<file path="config.mk">
export PLATFORM = sky130hd
export DESIGN_NAME = chroma_demod_flat
export DESIGN_NICKNAME = d
export VERILOG_FILES = /design/src/rtl/chroma_demod_if.sv /design/src/rtl/chroma_demod.sv /design/src/flat_wrapper.sv
export SDC_FILE = /design/constraint.sdc
export NUM_CORES = 1
export LEC_CHECK = 0
export BUFFER_PORTS_ARGS = -buffer_cell sky130_fd_sc_hd__buf_2
export CAP_MARGIN = 20
export CORE_ASPECT_RATIO = 0.75
export CORE_UTILIZATION = 45
export CTS_BUF_LIST = sky130_fd_sc_hd__clkbuf_8
export DETAILED_ROUTE_END_ITERATION = 6
export PLACE_DENSITY = 0.56
export SLEW_MARGIN = 20
export SYNTH_ARGS = -nofsm -noshare
export SYNTH_HDL_FRONTEND = slang
export SYNTH_SLANG_ARGS = --single-unit
</file>
<file path="constraint.sdc">
create_clock -name clk -period 6 [get_ports clk]
set_input_delay 0.6 -clock clk [delete_from_list [all_inputs] [get_ports clk]]
set_output_delay 0.6 -clock clk [all_outputs]
set_load 0.02 [all_outputs]
</file>
<file path="src/rtl/chroma_demod_if.sv">
// Chroma demodulator stream interface: separated chroma in, filtered U/V and lock status out.
interface chroma_demod_if #(
    parameter int unsigned DATA_WIDTH = 12
);
    logic signed [DATA_WIDTH-1:0] chroma_in;
    logic                         in_valid;
    logic                         burst_gate;
    logic                         line_start;
    logic signed [DATA_WIDTH-1:0] u_out;
    logic signed [DATA_WIDTH-1:0] v_out;
    logic                         out_valid;
    logic                         locked;
    logic [1:0]                   phase_sel;

    modport master (
        output chroma_in, in_valid, burst_gate, line_start,
        input  u_out, v_out, out_valid, locked, phase_sel
    );

    modport slave (
        input  chroma_in, in_valid, burst_gate, line_start,
        output u_out, v_out, out_valid, locked, phase_sel
    );
endinterface

</file>
<file path="src/rtl/chroma_demod.sv">
// Quadrature chroma demodulator: burst quadrant lock, 4x-subcarrier demod, boxcar U/V filter.
// Optional colour killer (zero outputs while unlocked) enabled by defining CHROMA_DEMOD_KILL_EN.
module chroma_demod #(
    parameter int unsigned DATA_WIDTH = 12,
    parameter int unsigned AVG_LEN    = 8,
    parameter int unsigned BURST_MIN  = 16
) (
    input logic           clk,
    input logic           rst_n,
    chroma_demod_if.slave bus
);
    localparam int unsigned AVG_LOG2 = $clog2(AVG_LEN);
    localparam int unsigned SUM_W    = DATA_WIDTH + AVG_LOG2 + 1;
    localparam int unsigned ACC_W    = DATA_WIDTH + 8;

    localparam logic signed [DATA_WIDTH-1:0] MAX_VAL = {1'b0, {(DATA_WIDTH-1){1'b1}}};
    localparam logic signed [DATA_WIDTH-1:0] MIN_VAL = {1'b1, {(DATA_WIDTH-1){1'b0}}};
    localparam logic signed [SUM_W-1:0]      SUM_MAX = {{(SUM_W-DATA_WIDTH){1'b0}}, MAX_VAL};
    localparam logic signed [SUM_W-1:0]      SUM_MIN = ~SUM_MAX;

    typedef enum logic [1:0] {StIdle, StAccum, StDecide} state_e;

    // Half the products are zero, so the boxcar gain is AVG_LEN/2, not AVG_LEN.
    function automatic logic signed [DATA_WIDTH-1:0] sat_shift(input logic signed [SUM_W-1:0] s);
        logic signed [SUM_W-1:0] sh;
        sh = s >>> (AVG_LOG2 - 1);
        if (sh > SUM_MAX) return MAX_VAL;
        if (sh < SUM_MIN) return MIN_VAL;
        return sh[DATA_WIDTH-1:0];
    endfunction

    logic signed [DATA_WIDTH-1:0] x, x_neg;
    logic signed [ACC_W-1:0]      x_acc;
    logic [1:0]                   ph_q, eff;
    logic [1:0]                   phase_sel_q, phase_sel_d;
    logic                         locked_q, locked_d;
    logic                         kill;

    assign x     = bus.chroma_in;
    assign x_neg = (x == MIN_VAL) ? MAX_VAL : -x;
    assign x_acc = {{(ACC_W-DATA_WIDTH){x[DATA_WIDTH-1]}}, x};
    assign eff   = ph_q + phase_sel_q;

    // Stage 1: demodulated products
    logic signed [DATA_WIDTH-1:0] u_prod_d, v_prod_d, u_prod_q, v_prod_q;
    logic                         p_valid_q;

    always_comb begin
        u_prod_d = '0;
        v_prod_d = '0;
        unique case (eff)
            2'd0: u_prod_d = x;
            2'd1: v_prod_d = x;
            2'd2: u_prod_d = x_neg;
            2'd3: v_prod_d = x_neg;
        endcase
    end

    always_ff @(posedge clk or negedge rst_n) begin
        if (!rst_n) begin
            ph_q      <= '0;
            u_prod_q  <= '0;
            v_prod_q  <= '0;
            p_valid_q <= 1'b0;
        end else begin
            p_valid_q <= bus.in_valid;
            if (bus.in_valid) begin
                ph_q     <= ph_q + 2'd1;
                u_prod_q <= u_prod_d;
                v_prod_q <= v_prod_d;
            end
        end
    end

    // Stage 2: boxcar running sums over a circular history
    logic signed [DATA_WIDTH-1:0] u_hist_q [AVG_LEN];
    logic signed [DATA_WIDTH-1:0] v_hist_q [AVG_LEN];
    logic [AVG_LOG2-1:0]          hist_ptr_q;
    logic signed [SUM_W-1:0]      u_sum_q, v_sum_q, u_sum_d, v_sum_d;
    logic signed [SUM_W-1:0]      u_prod_ext, v_prod_ext, u_old_ext, v_old_ext;
    logic signed [DATA_WIDTH-1:0] u_out_q, v_out_q;
    logic                         out_valid_q;

    assign u_prod_ext = {{(SUM_W-DATA_WIDTH){u_prod_q[DATA_WIDTH-1]}}, u_prod_q};
    assign v_prod_ext = {{(SUM_W-DATA_WIDTH){v_prod_q[DATA_WIDTH-1]}}, v_prod_q};
    assign u_old_ext  = {{(SUM_W-DATA_WIDTH){u_hist_q[hist_ptr_q][DATA_WIDTH-1]}},
                         u_hist_q[hist_ptr_q]};
    assign v_old_ext  = {{(SUM_W-DATA_WIDTH){v_hist_q[hist_ptr_q][DATA_WIDTH-1]}},
                         v_hist_q[hist_ptr_q]};
    assign u_sum_d    = u_sum_q + u_prod_ext - u_old_ext;
    assign v_sum_d    = v_sum_q + v_prod_ext - v_old_ext;

`ifdef CHROMA_DEMOD_KILL_EN
    assign kill = ~locked_q;
`else
    assign kill = 1'b0;
`endif

    always_ff @(posedge clk or negedge rst_n) begin
        if (!rst_n) begin
            for (int i = 0; i < AVG_LEN; i++) begin
                u_hist_q[i] <= '0;
                v_hist_q[i] <= '0;
            end
            hist_ptr_q  <= '0;
            u_sum_q     <= '0;
            v_sum_q     <= '0;
            u_out_q     <= '0;
            v_out_q     <= '0;
            out_valid_q <= 1'b0;
        end else begin
            out_valid_q <= p_valid_q;
            if (p_valid_q) begin
                u_hist_q[hist_ptr_q] <= u_prod_q;
                v_hist_q[hist_ptr_q] <= v_prod_q;
                hist_ptr_q           <= hist_ptr_q + 1'b1;
                u_sum_q              <= u_sum_d;
                v_sum_q              <= v_sum_d;
                u_out_q              <= kill ? '0 : sat_shift(u_sum_d);
                v_out_q              <= kill ? '0 : sat_shift(v_sum_d);
            end
        end
    end

    // Burst lock FSM
    state_e                  state_q, state_d;
    logic signed [ACC_W-1:0] q_acc_q [4];
    logic signed [ACC_W-1:0] q_acc_d [4];
    logic [7:0]              cnt_q, cnt_d;
    logic [1:0]              k_max;

    // Strict compare keeps the lowest index on ties.
    always_comb begin
        k_max = 2'd0;
        for (int i = 1; i < 4; i++) begin
            if (q_acc_q[i] > q_acc_q[k_max]) k_max = 2'(i);
        end
    end

    always_comb begin
        state_d     = state_q;
        q_acc_d     = q_acc_q;
        cnt_d       = cnt_q;
        phase_sel_d = phase_sel_q;
        locked_d    = locked_q;
        unique case (state_q)
            StIdle: begin
                if (bus.burst_gate && bus.in_valid) begin
                    state_d = StAccum;
                    for (int i = 0; i < 4; i++) q_acc_d[i] = '0;
                    q_acc_d[ph_q] = x_acc;
                    cnt_d         = 8'd1;
                end
            end
            StAccum: begin
                if (bus.line_start) begin
                    state_d = StIdle;
                end else if (!bus.burst_gate || cnt_q == 8'hFF) begin
                    state_d = StDecide;
                end else if (bus.in_valid) begin
                    q_acc_d[ph_q] = q_acc_q[ph_q] + x_acc;
                    cnt_d         = cnt_q + 8'd1;
                end
            end
            StDecide: begin
                state_d = StIdle;
                if (32'(cnt_q) >= BURST_MIN) begin
                    phase_sel_d = 2'd2 - k_max;
                    locked_d    = 1'b1;
                end else begin
                    locked_d = 1'b0;
                end
            end
            default: state_d = StIdle;
        endcase
    end

    always_ff @(posedge clk or negedge rst_n) begin
        if (!rst_n) begin
            state_q     <= StIdle;
            for (int i = 0; i < 4; i++) q_acc_q[i] <= '0;
            cnt_q       <= '0;
            phase_sel_q <= '0;
            locked_q    <= 1'b0;
        end else begin
            state_q     <= state_d;
            q_acc_q     <= q_acc_d;
            cnt_q       <= cnt_d;
            phase_sel_q <= phase_sel_d;
            locked_q    <= locked_d;
        end
    end

    assign bus.u_out     = u_out_q;
    assign bus.v_out     = v_out_q;
    assign bus.out_valid = out_valid_q;
    assign bus.locked    = locked_q;
    assign bus.phase_sel = phase_sel_q;
endmodule

</file>
<file path="src/flat_wrapper.sv">
// flat-port wrapper written by rule: the top's interface ports become plain ports
module chroma_demod_flat 
#(
    parameter int unsigned DATA_WIDTH = 12,
    parameter int unsigned AVG_LEN    = 8,
    parameter int unsigned BURST_MIN  = 16
)
  (clk, rst_n, bus_chroma_in, bus_in_valid, bus_burst_gate, bus_line_start, bus_u_out, bus_v_out, bus_out_valid, bus_locked, bus_phase_sel);
  chroma_demod_if #(.DATA_WIDTH(DATA_WIDTH)) bus_i ();
  input logic clk;
  input logic rst_n;
  input wire logic [$bits(bus_i.chroma_in)-1:0] bus_chroma_in;
  input wire logic [$bits(bus_i.in_valid)-1:0] bus_in_valid;
  input wire logic [$bits(bus_i.burst_gate)-1:0] bus_burst_gate;
  input wire logic [$bits(bus_i.line_start)-1:0] bus_line_start;
  output wire logic [$bits(bus_i.u_out)-1:0] bus_u_out;
  output wire logic [$bits(bus_i.v_out)-1:0] bus_v_out;
  output wire logic [$bits(bus_i.out_valid)-1:0] bus_out_valid;
  output wire logic [$bits(bus_i.locked)-1:0] bus_locked;
  output wire logic [$bits(bus_i.phase_sel)-1:0] bus_phase_sel;
  assign bus_i.chroma_in = bus_chroma_in;
  assign bus_i.in_valid = bus_in_valid;
  assign bus_i.burst_gate = bus_burst_gate;
  assign bus_i.line_start = bus_line_start;
  assign bus_u_out = bus_i.u_out;
  assign bus_v_out = bus_i.v_out;
  assign bus_out_valid = bus_i.out_valid;
  assign bus_locked = bus_i.locked;
  assign bus_phase_sel = bus_i.phase_sel;
  chroma_demod #(.DATA_WIDTH(DATA_WIDTH), .AVG_LEN(AVG_LEN), .BURST_MIN(BURST_MIN)) u_core (.clk(clk), .rst_n(rst_n), .bus(bus_i));
endmodule
</file>
==> run_results.csv <==
group,metric,value,unit
clock_tree,htreeDepth,2,
critical_path,critPathMostFrequentCell,"a21o_1",
synth,netlist_area,0.0214,mm2
hold_path,hold_class,"in -> reg",
global_route,grt.overflow.total,0,
placement,post-place-ws,-0.600,ns
detailed_routing,first_pass_iters,5,
timing,whs,0.130,ns
placement,dp_cells,2674,
timing,worst_slack,0.181,ns
timing,slew_headroom,19.6,%
placement,gp_congestion,0.955,
global_route,grt_util_all_layers,25.4,%
critical_path,r2r_start,"u_core.q_acc_q[65]",
global_route,grtUsageMet1,39.1,%
timing,min_period,5.82,ns
synth,synthDistinctLibCells,71,
synth,syn_area_per_cell,10.6,um2
global_route,grtUsageMet3,6.83,%
timing,final_max_slew_viol_count,0,
die,core_area,0.0465,mm2
run,drv_cap,0,
synth,synthFlopType,"dfrtp_1",
timing,worstMarginPinSlew,1.20,ns
die,pin_count,45,
placement,placement.io_buffers,44,
global_route,grt_pass1_vias,15900,
finish,fill_cells,4198,
die,row_count,68,
clock_tree,clock_sinks,372,
run_status,status,"finished, final reports clean",
critical_path,cp_slowest_cell,"or4_1",
clock_tree,cts_tree,"yes",
die,initial_core_util,46.0,%
global_route,antenna_found_initial,2,
finish,stdcell_count,2796,
timing,setup_violations,0,
detailed_routing,drt_iter0_drc,1145,
synth,async_reset_ff_share,100,%
global_route,grt_pass1_wl,93500,um
timing,skew,0.0186,ns
critical_path,crit_path_end_kind,"flop",
finish,final_layout_size_suffix_gt1_share,23.0,%
critical_path,critPathKind,"reg -> reg",
detailed_routing,vias,15900,
global_route,met2_usage,34.9,%
synth,syn_nets,2188,
die,fp.dieH,191,um
clock_tree,clk_pin_slew_worst_paths,0.06,ns
critical_path,r2r_cells,32,
clock_tree,clock_latency,0.69,ns
detailed_routing,wl,59200,um
die,die_width,254,um
hold_path,hold_path_startpoint,"bus_line_start",
finish,area_growth_syn_to_layout,13.6,%
synth,synth_seq_area_share,43.6,%
die,dieArea,0.0484,mm2
synth,netlist_instances,2020,
hold_path,min_delay_path_depth,2,
synth,synth_seq_cells,372,
finish,nets,2288,
detailed_routing,final_antenna_net_count,0,
detailed_routing,routedWlPerCell,21.2,um
global_route,busiest_layer,"met1",
synth,synth_edf_count,0,
global_route,grt_max_degree,140,
detailed_routing,via_per_inst,5.67,
detailed_routing,drc,0,
critical_path,cpPeakStageDelay,0.47,ns
critical_path,arrival,6.34,ns
critical_path,cp_max_fo,9,
critical_path,crit_start,"u_core.q_acc_q[65]",
clock_tree,ctsLongestPathBuffers,3,
synth,yosys_warnings,0,
timing,fin_crit_sh,97.0,%
clock_tree,cts_made_buffers,61,
placement,hpwl,41000,um
critical_path,required,6.52,ns
timing,fmax,0.172,GHz
clock_tree,cts_root_buf,"clkbuf_8",
critical_path,start_kind,"flop",
timing,hold_violations,0,
cells in the final DEF, fill, tap and decap left out, types with 19 or more instances in the layout:
cell type / instances
a21o_1: 33
nor2_1: 98
a21oi_1: 59
inv_1: 185
xor2_1: 19
fa_1: 31
dfrtp_1: 369
nand3_1: 48
buf_2: 43
o21ai_0: 221
buf_4: 83
ha_1: 117
o22ai_1: 27
mux2_2: 144
clkbuf_8: 77
xnor2_1: 32
mux4_2: 67
nand2_1: 213
logic make-up after synthesis:
| family | count (synthesis) | share of synthesized area [%] |
|---|---|---|
| AO/OA/AOI/OAI | 475 | 13.5 |
| AND/OR/NAND/NOR | 466 | 9.88 |
| flip-flops | 372 | 43.6 |
| buffers and inverters | 265 | 4.80 |
| multiplexers | 237 | 16.0 |
| adder cells (fa/ha/maj) | 151 | 9.93 |
| XOR/XNOR | 54 | 2.34 |
per-layer routing:
metal	part of all wire [%]	vias up	routed length (um)
met5	0	-	0
met4	1.8	0	1090
met3	7.6	89	4500
met2	40	421	23700
met1	51	7986	30000
li1	-	7360	-
final cells by class:
class / count / area (um2) / share of cell area [%]
multi-input combinational: 1383 / 11300 / 46.4
tap: 630 / 788 / 3.25
inverter: 168 / 631 / 2.60
antenna: 1 / 2.50 / 0.0103
timing repair buffer: 134 / 961 / 3.96
clock inverter: 31 / 249 / 1.03
clock buffer: 77 / 1060 / 4.37
sequential: 372 / 9320 / 38.4
timing repair:
item | 4_1_cts | 5_1_grt
hold buffers | 1 | 0
endpoints found under the setup margin | 2 | 2
gates resized for setup | 9 | 23
pin swaps | 1 | 11
buffers inserted | 3 | 9
endpoints found under the hold margin | 8 | 0
worst paths after layout:
kind	end	slack, ns
max	u_core.bus.phase_sel[1]	0.18
min reg2reg	u_core.u_hist_q[11]	0.47
max reg2reg	u_core.bus.phase_sel[1]	0.18
max in group asynchronous	u_core.v_hist_q[75]	4.04
min in group asynchronous	u_core.q_acc_q[44]	0.52
min	u_core.state_q[1]	0.13
through the flow:
stage,util [%],TNS (ns),instance area (um2)
after floorplan,-,0,21400
after global placement,48.8,-0.537,22700
after detailed placement,48.8,-1.19,22700
after CTS,51.8,0,24100
after global routing,52.2,-0.103,24300
final,52.2,0,24300
cells in the mapped netlist, drive strengths merged (13+ instances only):
| master | n | share of area (%) |
|---|---|---|
| dfrtp | 372 | 44 |
| o21ai | 241 | 5.6 |
| nand2 | 213 | 3.7 |
| inv | 168 | 3.0 |
| mux2 | 147 | 7.8 |
| ha | 120 | 7.0 |
| nor2 | 99 | 1.7 |
| clkbuf | 70 | 1.2 |
| a21oi | 68 | 1.6 |
| mux4 | 68 | 7.2 |
| nand3 | 48 | 1.1 |
| xnor2 | 35 | 1.6 |
| a21o | 34 | 1.2 |
| fa | 31 | 2.9 |
| buf | 27 | 0.61 |
| o22ai | 27 | 0.79 |
| mux2i | 22 | 1.0 |
| nor3 | 20 | 0.54 |
| xor2 | 19 | 0.78 |
| a211oi | 17 | 0.81 |
| nor2b | 17 | 0.50 |
| nand2b | 15 | 0.44 |
| o21a | 15 | 0.53 |
| o31ai | 14 | 0.52 |
| nand4 | 13 | 0.38 |
critical path: cells and delay by family (launching register included):
family,cells,cell delay [ns]
simple gates,5,0.94
mux,3,0.72
fa+ha+maj,3,0.78
compound gates,17,2.29
flops,1,0.39
buf+inv,4,0.54
state kept, by name (all words and copies together), names as in the netlist:
signal	flops
u_core.bus.locked	1
u_core.bus.out_valid	1
u_core.bus.phase_sel	2
u_core.bus.u_out	12
u_core.bus.v_out	12
u_core.cnt_q	8
u_core.hist_ptr_q	3
u_core.p_valid_q	1
u_core.ph_q	2
u_core.q_acc_q	80
u_core.state_q	2
u_core.u_hist_q	96
u_core.u_prod_q	12
u_core.u_sum_q	16
u_core.v_hist_q	96
u_core.v_prod_q	12
u_core.v_sum_q	16
Power is not shown: default switching activity piles up to over one toggle a cycle in this logic, so the estimate is an artifact.
